==> src/rtl/acq_defs_pkg.sv <==
// Shared definitions for the A-line acquisition controller: FSM state
// encodings, counter widths, default geometry and a bank mask helper.
package acq_defs;

   localparam int ADDR_W  = 11;
   localparam int ALINE_W = 10;

   localparam logic [ADDR_W-1:0]  NSAMPLES_DEF = 11'd1170;
   localparam logic [ALINE_W-1:0] NALINES_DEF  = 10'd512;

   typedef enum logic [2:0] {
      ST_IDLE      = 3'd0,
      ST_ARMED     = 3'd1,
      ST_ACQ       = 3'd2,
      ST_WAIT_BANK = 3'd3,
      ST_DELAY     = 3'd4
   } acq_state_e;

   // One-hot mask selecting bank 'sel' in a two-bank vector
   function automatic logic [1:0] bank_mask(input logic sel);
      return sel ? 2'b10 : 2'b01;
   endfunction

endpackage

==> src/rtl/aline_acq_controller_bank_handshake.sv <==
// Ping-pong bank ownership: bank_ready/bank_sel flops, set-over-ack
// precedence, and the "next bank still owned by readout" flag for the FSM.
module bank_handshake
   import acq_defs::*;
(
   input  logic       i_clock,
   input  logic       i_sclr,
   input  logic       i_set_full,
   input  logic [1:0] i_rd_ack,
   output logic       o_bank_sel,
   output logic [1:0] o_bank_ready,
   output logic       o_next_busy
);

   logic       r_bank_sel;
   logic [1:0] r_bank_ready;
   logic       w_other;
   logic [1:0] w_set_mask;

   assign w_other    = ~r_bank_sel;
   assign w_set_mask = i_set_full ? bank_mask(r_bank_sel) : 2'b00;

   // Ownership flops: ack clears, a bank fill sets (set wins) and flips the write bank
   always_ff @(posedge i_clock or posedge i_sclr) begin
      if (i_sclr) begin
         r_bank_sel   <= 1'b0;
         r_bank_ready <= 2'b00;
      end else begin
         r_bank_ready <= (r_bank_ready & ~i_rd_ack) | w_set_mask;
         if (i_set_full) begin
            r_bank_sel <= ~r_bank_sel;
         end else begin
            r_bank_sel <= r_bank_sel;
         end
      end
   end

   // The bank we switch to on a fill is busy unless readout acks it this cycle
   assign o_next_busy  = r_bank_ready[w_other] & ~i_rd_ack[w_other];
   assign o_bank_sel   = r_bank_sel;
   assign o_bank_ready = r_bank_ready;

endmodule

==> src/rtl/aline_acq_controller.sv <==
// Trigger-aligned, frame-aware sample acquisition sequencer.
// Optional build macro ACQ_TRIG_DELAY_EN adds a programmable trigger-to-
// first-sample delay (TRIG_DELAY clocks) via an extra DELAY state.
module aline_acq_controller
   import acq_defs::*;
#(
   parameter logic [ADDR_W-1:0]  NSAMPLES = NSAMPLES_DEF,
   parameter logic [ALINE_W-1:0] NALINES  = NALINES_DEF
`ifdef ACQ_TRIG_DELAY_EN
   ,parameter logic [7:0]        TRIG_DELAY = 8'd0
`endif
) (
   input  logic               clock,
   input  logic               sclr,
   input  logic               enable,
   input  logic               trig,
   input  logic [1:0]         rd_ack,
   output logic [ADDR_W-1:0]  sample_addr,
   output logic               sample_we,
   output logic               bank_sel,
   output logic [ALINE_W-1:0] aline_idx,
   output logic [1:0]         bank_ready,
   output logic               frame_done,
   output logic               overflow,
   output logic               busy
);

   localparam logic [ADDR_W-1:0]  LAST_ADDR  = NSAMPLES - 11'd1;
   localparam logic [ALINE_W-1:0] LAST_ALINE = NALINES - 10'd1;

   acq_state_e         r_state;
   logic               r_trig_q;
   logic [ADDR_W-1:0]  r_addr;
   logic               r_we;
   logic [ALINE_W-1:0] r_aline;
   logic               r_frame_done;
   logic               r_overflow;
`ifdef ACQ_TRIG_DELAY_EN
   logic [7:0]         r_dly;
`endif

   logic w_rise;
   logic w_line_end;
   logic w_set_full;
   logic w_next_busy;
   logic w_bank_sel;

   assign w_rise     = trig & ~r_trig_q;
   assign w_line_end = (r_state == ST_ACQ) && (r_addr == LAST_ADDR);
   assign w_set_full = w_line_end && (r_aline == LAST_ALINE);

   bank_handshake u_bank (
      .i_clock      (clock),
      .i_sclr       (sclr),
      .i_set_full   (w_set_full),
      .i_rd_ack     (rd_ack),
      .o_bank_sel   (w_bank_sel),
      .o_bank_ready (bank_ready),
      .o_next_busy  (w_next_busy)
   );

   // Acquisition FSM with address/A-line counters and registered status outputs
   always_ff @(posedge clock or posedge sclr) begin
      if (sclr) begin
         r_state      <= ST_IDLE;
         r_trig_q     <= 1'b0;
         r_addr       <= 11'd0;
         r_we         <= 1'b0;
         r_aline      <= 10'd0;
         r_frame_done <= 1'b0;
         r_overflow   <= 1'b0;
`ifdef ACQ_TRIG_DELAY_EN
         r_dly        <= 8'd0;
`endif
      end else begin
         r_trig_q     <= trig;
         r_frame_done <= 1'b0;
         case (r_state)
            ST_IDLE: begin
               r_state <= enable ? ST_ARMED : ST_IDLE;
            end
            ST_ARMED: begin
               if (!enable) begin
                  r_state <= ST_IDLE;
               end else if (w_rise) begin
`ifdef ACQ_TRIG_DELAY_EN
                  if (TRIG_DELAY == 8'd0) begin
                     r_state <= ST_ACQ;
                     r_addr  <= 11'd0;
                     r_we    <= 1'b1;
                  end else begin
                     r_dly   <= TRIG_DELAY;
                     r_state <= ST_DELAY;
                  end
`else
                  r_state <= ST_ACQ;
                  r_addr  <= 11'd0;
                  r_we    <= 1'b1;
`endif
               end else begin
                  r_state <= ST_ARMED;
               end
            end
            ST_ACQ: begin
               if (w_line_end) begin
                  r_addr <= 11'd0;
                  r_we   <= 1'b0;
                  if (w_set_full) begin
                     r_aline      <= 10'd0;
                     r_frame_done <= 1'b1;
                     if (w_next_busy) begin
                        r_state <= ST_WAIT_BANK;
                     end else begin
                        r_state <= enable ? ST_ARMED : ST_IDLE;
                     end
                  end else begin
                     r_aline <= r_aline + 10'd1;
                     r_state <= enable ? ST_ARMED : ST_IDLE;
                  end
               end else begin
                  r_addr <= r_addr + 11'd1;
               end
            end
            ST_WAIT_BANK: begin
               if (w_rise) begin
                  r_overflow <= 1'b1;
               end else begin
                  r_overflow <= r_overflow;
               end
               if (rd_ack[w_bank_sel]) begin
                  r_state <= enable ? ST_ARMED : ST_IDLE;
               end else begin
                  r_state <= ST_WAIT_BANK;
               end
            end
`ifdef ACQ_TRIG_DELAY_EN
            ST_DELAY: begin
               if (!enable) begin
                  r_state <= ST_IDLE;
               end else if (r_dly == 8'd1) begin
                  r_state <= ST_ACQ;
                  r_addr  <= 11'd0;
                  r_we    <= 1'b1;
               end else begin
                  r_dly <= r_dly - 8'd1;
               end
            end
`endif
            default: begin
               r_state <= ST_IDLE;
               r_we    <= 1'b0;
            end
         endcase
      end
   end

   assign sample_addr = r_addr;
   assign sample_we   = r_we;
   assign bank_sel    = w_bank_sel;
   assign aline_idx   = r_aline;
   assign frame_done  = r_frame_done;
   assign overflow    = r_overflow;
   assign busy        = (r_state != ST_IDLE);

endmodule

==> config.mk <==
export PLATFORM = sky130hd
export DESIGN_NAME = aline_acq_controller
export DESIGN_NICKNAME = d
export VERILOG_FILES = /design/src/rtl/acq_defs_pkg.sv /design/src/rtl/aline_acq_controller_bank_handshake.sv /design/src/rtl/aline_acq_controller.sv
export SDC_FILE = /design/constraint.sdc
export NUM_CORES = 1
export LEC_CHECK = 0
export CAP_MARGIN = 20
export CORE_MARGIN = 8
export CORE_UTILIZATION = 41
export DETAILED_ROUTE_END_ITERATION = 6
export PLACE_DENSITY = 0.66
export SKIP_CTS_REPAIR_TIMING = 1
export SLEW_MARGIN = 20
export SYNTH_ARGS = -nofsm -noshare
export SYNTH_HDL_FRONTEND = slang
export SYNTH_SLANG_ARGS = --single-unit
==> constraint.sdc <==
create_clock -name clock -period 2 [get_ports clock]
set_input_delay 0.3 -clock clock [delete_from_list [all_inputs] [get_ports clock]]
set_output_delay 0.3 -clock clock [all_outputs]
set_load 0.02 [all_outputs]
# ---- Word-level counts from Yosys, hierarchy flattened
# Cells that the tools add are included.
dict set report totals {
  regBits 31
  inputBits 6
  out_inout_bits 28
  word_cells 68
}
dict set report op_classes {
  n_addsub 2
  magnitude_cmp 2
  eq_ne 8
  mux 28
  bitwise_logic 9
  reduce_logical 10
}
# op count
set op_table {}
lappend op_table {{$mux 11} 3}
lappend op_table {{$pmux 11 s2} 1}
lappend op_table {{$mux 1} 13}
lappend op_table {{$mux 2} 6}
lappend op_table {{$pmux 3 s4} 1}
lappend op_table {{$add 11x1->11 const B} 1}
lappend op_table {{$eq 11x11->1 const B} 1}
lappend op_table {{$add 10x1->10 const B} 1}
lappend op_table {{$eq 10x9->1 const B} 1}
lappend op_table {{$mux 10} 1}
lappend op_table {{$eq 3x2->1 const B} 2}
lappend op_table {{$mux 3} 2}
lappend op_table {{$ne 2x2->1 const B} 3}
lappend op_table {{$lt 1x2->1 const B} 2}
lappend op_table {{$not 1->1} 4}
lappend op_table {{$reduce_and 2->1} 2}
lappend op_table {{$reduce_and 4->1} 1}
lappend op_table {{$eq 3x1->1 const B} 1}
lappend op_table {{$logic_not 3->1} 1}
lappend op_table {{$pmux 1 s3} 1}
lappend op_table {{$reduce_and 3->1} 1}
lappend op_table {{$reduce_bool 3->1} 1}
lappend op_table {{$and 1x1->1} 2}
lappend op_table {{$and 2x2->2} 1}
lappend op_table {{5 further kinds} 6}

# ---- Logic depth before layout (Yosys ltp)
dict set report depth {
  word_depth 9
  ltp_mapped 7
  depth_no_buf 6
}

# ---- Hierarchy
# From an unflattened synthesis, not the netlist that was laid out.
dict set report hier_totals {
  hier_cells 165
  hier_area_um2 1652.8
}
# module instances cells_per_inst area_per_inst_um2 seq_area_each_um2
set by_module_without_submodules {}
lappend by_module_without_submodules {aline_acq_controller 1 152 1525.2 675.6}
lappend by_module_without_submodules {bank_handshake 1 13 127.6 75.1}

# ---- Worst setup path after synthesis
# Ideal clock, no wire load.
dict set report synth_timing {
  kind {register to register}
  start {register r_aline[0], in the netlist aline_idx[0]}
  end {register r_state[0]}
  setup_ns 0.079
  arrival_time_ns 1.868
  required_time_ns 1.921
  slack_ns 0.053
  stages_incl_launch_ff 7
  n_path_buf 1
  period_less_slack_ns 1.947
  path_cell_list {dfrtp_1 ha_1 nand2_1 or4_1 buf_2 o32a_1 mux2i_1}
}
dict set report synth_via {
  elab_chain_len 5
}
# element line_no
set synth_lines {}
lappend synth_lines {{from (decl)} aline_acq_controller.sv:35} ;# logic [ALINE_W-1:0] r_aline;
lappend synth_lines {{from (signal assigned)} aline_acq_controller.sv:117} ;# r_aline <= r_aline + 10'd1;
lappend synth_lines {{$eq 10x9->1} aline_acq_controller.sv:50} ;# assign w_set_full = w_line_end && (r_aline == LAST_ALINE);
lappend synth_lines {{$logic_and 1x1->1} aline_acq_controller.sv:50}
lappend synth_lines {{$mux 3} aline_acq_controller.sv:108} ;# if (w_set_full) begin
lappend synth_lines {{$mux 3} aline_acq_controller.sv:105} ;# if (w_line_end) begin
lappend synth_lines {{$pmux 3 s4} aline_acq_controller.sv:78} ;# case (r_state)
lappend synth_lines {{to (signal assigned)} aline_acq_controller.sv:80} ;# r_state <= enable ? ST_ARMED : ST_IDLE;
lappend synth_lines {{to (signal assigned)} aline_acq_controller.sv:114} ;# r_state <= enable ? ST_ARMED : ST_IDLE;
lappend synth_lines {{to (signal assigned)} aline_acq_controller.sv:118} ;# r_state <= enable ? ST_ARMED : ST_IDLE;
lappend synth_lines {{to (decl)} aline_acq_controller.sv:31} ;# acq_state_e r_state;
# Every way passes these cells. The select of a mux whose other input is x is not followed.
# A chain may end at the register's enable or synchronous reset.

# ---- Worst setup path in the final report
dict set report layout_timing {
  start {register r_state[1]}
  end {output port busy}
}
dict set report layout_via {
  elab_chain_len 1
}
# element line_no
set layout_lines {}
lappend layout_lines {{$reduce_bool 3->1} aline_acq_controller.sv:163} ;# assign busy = (r_state != ST_IDLE);
lappend layout_lines {{to (decl)} aline_acq_controller.sv:25} ;# output logic busy
# Every way passes these cells.

==> metrics.txt <==
# TYPE chip_impl_metric gauge
chip_impl_metric{name="drt.antenna.violating_nets",unit=""} 0
chip_impl_metric{name="floorplan.die_area",unit="um2"} 6384
chip_impl_metric{name="cts.sink_count",unit=""} 30
chip_impl_metric{name="yosys.area.top_type_share",unit=""} 0.4484
chip_impl_metric{name="async_set_or_reset_register_ratio_after_synthesis",unit=""} 1.000
chip_impl_metric{name="worst-path-buf-inv",unit=""} 3
chip_impl_metric{name="grtUsageTotal",unit=""} 0.1421
chip_impl_metric{name="timing.fmax",unit="MHz"} 519.8
chip_impl_info{name="critical-path-slowest-cell",value="clkdlybuf4s50_1"} 1
chip_impl_metric{name="gpl.final_weighted_congestion",unit=""} 0.8099
chip_impl_metric{name="avg_synthesized_cell_area",unit="um2"} 10.15
chip_impl_metric{name="numCtsBuffers",unit=""} 5
chip_impl_metric{name="portBuffers",unit=""} 33
chip_impl_metric{name="fraction_of_layout_cells_with_a_size_suffix_above_1",unit=""} 0.1368
chip_impl_metric{name="clock_tree.htree_level_count",unit=""} 2
chip_impl_metric{name="critical_path_peak_fanout",unit=""} 3
chip_impl_metric{name="cts.reportedPaths.clkPinSlew",unit="ns"} 0.07
chip_impl_metric{name="route.detailed.vias_per_inst",unit=""} 5.542
chip_impl_metric{name="final_number_of_max_transition_violations",unit=""} 0
chip_impl_metric{name="synth_fp_nets",unit=""} 178
chip_impl_metric{name="final_nets",unit=""} 224
chip_impl_metric{name="fp-row-count",unit=""} 23
chip_impl_metric{name="coreArea",unit="um2"} 3971
chip_impl_metric{name="seq_area",unit="um2"} 750.7
chip_impl_metric{name="final-instance-count-excl-fill",unit=""} 262
chip_impl_metric{name="cts_max_path_buffers",unit=""} 2
chip_impl_info{name="tritoncts_clock_tree",value="built"} 1
chip_impl_info{name="cells_taking_the_most_area_after_synthesis",value="dfrtp_1, ha_1, a22o_1, inv_1, nor3_1"} 1
chip_impl_metric{name="timing.critical_path.slowest_cell_delay",unit="ns"} 0.60
chip_impl_info{name="layout_commonest_cell",value="clkdlybuf4s50_1"} 1
chip_impl_metric{name="initial_util",unit=""} 0.4216
chip_impl_metric{name="seq_area_frac_synth",unit=""} 0.4484
chip_impl_info{name="cpMostUsedCell",value="inv_1"} 1
chip_impl_metric{name="wl_per_cell",unit="um"} 16.15
chip_impl_metric{name="cellPowerDensity",unit="nW/um2"} 707.1
chip_impl_info{name="final_cell_mix",value="clkdlybuf4s50_1, dfrtp_1, inv_1"} 1
chip_impl_metric{name="critPathRequiredTime",unit="ns"} 1.70
chip_impl_metric{name="detailed_place.area",unit="um2"} 2121
chip_impl_metric{name="grt_max_degree",unit=""} 31
chip_impl_metric{name="hold_ws",unit="ns"} 0.3879
chip_impl_info{name="startpoint_type",value="flop"} 1
chip_impl_info{name="reg2reg_from",value="sample_addr[1]$_DFFE_PP0P_"} 1
chip_impl_metric{name="leakagePower",unit="nW"} 0.9995
chip_impl_metric{name="period_needed",unit="ns"} 1.924
chip_impl_metric{name="drt_pass1_iterations",unit=""} 4
chip_impl_metric{name="die-height",unit="um"} 79.90
chip_impl_info{name="post-synth-top-area-cell",value="dfrtp_1"} 1
chip_impl_metric{name="dp_hpwl",unit="um"} 2952
chip_impl_metric{name="diodes",unit=""} 0
chip_impl_metric{name="grt_first_pass_wirelength",unit="um"} 7210
chip_impl_info{name="clockRootBuffer",value="clkbuf_8"} 1
chip_impl_metric{name="setup-violations-final",unit=""} 0
chip_impl_metric{name="maxCapViolCount",unit=""} 0
chip_impl_metric{name="number_of_storage_elements_in_the_synthesis_netlist",unit=""} 30
chip_impl_info{name="critical-path-top-delay-family",value="buffers and inverters"} 1
chip_impl_metric{name="finalClockSkew",unit="ns"} 0.007289
chip_impl_metric{name="dieWidth",unit="um"} 79.90
chip_impl_metric{name="top_level_ports",unit=""} 34
chip_impl_info{name="worstPathCellList",value="inv_1, ha_1, inv_1, clkdlybuf4s50_1"} 1
chip_impl_metric{name="crit_arrival",unit="ns"} 1.62
chip_impl_metric{name="drt_wl_total",unit="um"} 4232
chip_impl_metric{name="flow.area_growth_from_synthesis",unit="%"} 33.86
chip_impl_metric{name="timing.final.hold_violations",unit=""} 0
chip_impl_metric{name="netlist-cell-type-count",unit=""} 47
chip_impl_metric{name="synth-edff-count",unit=""} 0
chip_impl_metric{name="timing_worst_slew_pin_value",unit="ns"} 0.3953
chip_impl_info{name="dominant_register_cell_in_the_synthesized_netlist",value="dfrtp_1"} 1
chip_impl_metric{name="placed_cell_count",unit=""} 254
chip_impl_metric{name="post-route-cell-area",unit="um2"} 2241
chip_impl_metric{name="syn-instance-count",unit=""} 165
chip_impl_metric{name="worst_slew_margin_rel",unit=""} 0.7365
chip_impl_metric{name="drt_first_iter_violations",unit=""} 69
chip_impl_info{name="setup.worst_path.end_class",value="output pin"} 1
chip_impl_metric{name="clock_latency",unit="ns"} 0.29
chip_impl_info{name="status",value="complete, no violations"} 1
chip_impl_metric{name="multi_input_combinational_cell_area",unit="um2"} 868.3
chip_impl_info{name="worstSetupStartpoint",value="r_state[1]$_DFFE_PP0N_"} 1
chip_impl_info{name="hold_path_class",value="in2async"} 1
chip_impl_metric{name="share_of_the_cycle_needed_by_the_critical_path_after_routing",unit=""} 0.9619
chip_impl_info{name="rsz0062_at_grt",value="true"} 1
chip_impl_metric{name="fill_cells",unit=""} 340
chip_impl_metric{name="route.vias.total",unit=""} 1452
chip_impl_metric{name="drc",unit=""} 0
chip_impl_metric{name="netlist_area",unit="um2"} 1674
chip_impl_metric{name="final.setup.worst_slack",unit="ns"} 0.07617
chip_impl_metric{name="vdd_drop_max",unit="V"} 0.0004591
chip_impl_metric{name="yosysWarnings",unit=""} 0
chip_impl_metric{name="preCtsSetupSlack",unit="ns"} 0.09578
chip_impl_metric{name="first_global_vias",unit=""} 1500
chip_impl_info{name="setup.worst_path.class",value="reg2out"} 1
chip_impl_metric{name="globalRouteOverflowTotal",unit=""} 0
chip_impl_metric{name="initial_antenna_violation_count",unit=""} 0
path summary, 6_finish.rpt:
kind | endpoint | slack [ns] | depth (start not counted)
worst max-delay path | busy | 0.08 | 4
worst min-delay path | sample_addr[8]$_DFFE_PP0P_ | 0.39 | 3
worst max register to register | aline_idx[9]$_DFFE_PP0P_ | 0.10 | 6
worst min register to register | overflow$_DFFE_PP0P_ | 0.47 | 1
max in group asynchronous | u_bank.o_bank_ready[0]$_DFF_PP0_ | 1.32 | 3
min in group clock | overflow$_DFFE_PP0P_ | 0.47 | 1
cell families (layout without fill, tap and decap cells):
family / Yosys count / count (layout) / share of synthesized area
AND/OR/NAND/NOR: 64 / 64 / 0.2459
buffers and inverters: 17 / 64 / 0.03961
multiplexers: 5 / 5 / 0.03064
flip-flops: 30 / 30 / 0.4484
AO/OA/AOI/OAI: 36 / 36 / 0.1517
XOR/XNOR: 6 / 6 / 0.03139
adder cells (fa/ha/maj): 7 / 7 / 0.05231
worst reg2reg max path: cells and delay by family (launching register included):
| family | cells | cell delay, ns |
|---|---|---|
| AND/OR/NAND/NOR | 3 | 0.96 |
| flip-flops | 1 | 0.43 |
| adder cells (fa/ha/maj) | 1 | 0.18 |
| AO/OA/AOI/OAI | 1 | 0.18 |
| buffers and inverters | 1 | 0.09 |
power by group:
group | switching (mW) | total, mW | leakage (nW) | internal, mW
logic | 0.161 | 0.301 | 0.530 | 0.140
clock network | 0.246 | 0.612 | 0.0579 | 0.366
registers | 0.0305 | 0.671 | 0.411 | 0.641
stage by stage:
step / total power, mW / setup TNS, ns / utilization
final: 1.584 / 0 / 0.5643
after global routing: 1.650 / -0.01873 / 0.5643
after CTS: 1.594 / 0 / 0.5614
after detailed placement: 0.9706 / 0 / 0.5340
after global placement: 0.9653 / 0 / 0.5340
after floorplan: 0.8390 / 0 / -
cell usage after synthesis, types with 2 or more instances:
cell	instances
a21oi_1	2
a22o_1	9
a31oi_1	2
buf_2	2
dfrtp_1	30
ha_1	7
inv_1	14
mux2i_1	4
nand2_1	11
nand3_1	7
nand4_1	3
nand4_2	2
nor2_1	7
nor2b_1	4
nor3_1	9
nor4_1	3
o21ai_0	8
o21ai_1	5
or3_1	2
or4_1	3
xor2_1	5
layer usage:
metal | part of all wire | up-vias | GRT usage
li1 | - | 694 | -
met1 | 0.44 | 723 | 0.1709
met2 | 0.48 | 31 | 0.2239
met3 | 0.064 | 4 | 0.05293
met4 | 0.012 | 0 | 0.05455
met5 | 0 | - | 0
flip-flops by register name (all words and copies together), names as in the netlist:
| name | flops |
|---|---|
| frame_done | 1 |
| overflow | 1 |
| sample_addr | 11 |
| r_state | 2 |
| r_trig_q | 1 |
| u_bank.o_bank_ready | 2 |
| u_bank.o_bank_sel | 1 |
| aline_idx | 10 |
| sample_we | 1 |
cell type report:
class / instances / share of cell area
timing repair buffer: 42 / 0.1776
clock inverter: 3 / 0.01787
inverter: 14 / 0.02345
sequential: 30 / 0.3350
clock buffer: 5 / 0.03071
tap: 50 / 0.02792
multi-input combinational: 118 / 0.3875
(Power assumes the default switching activity.)
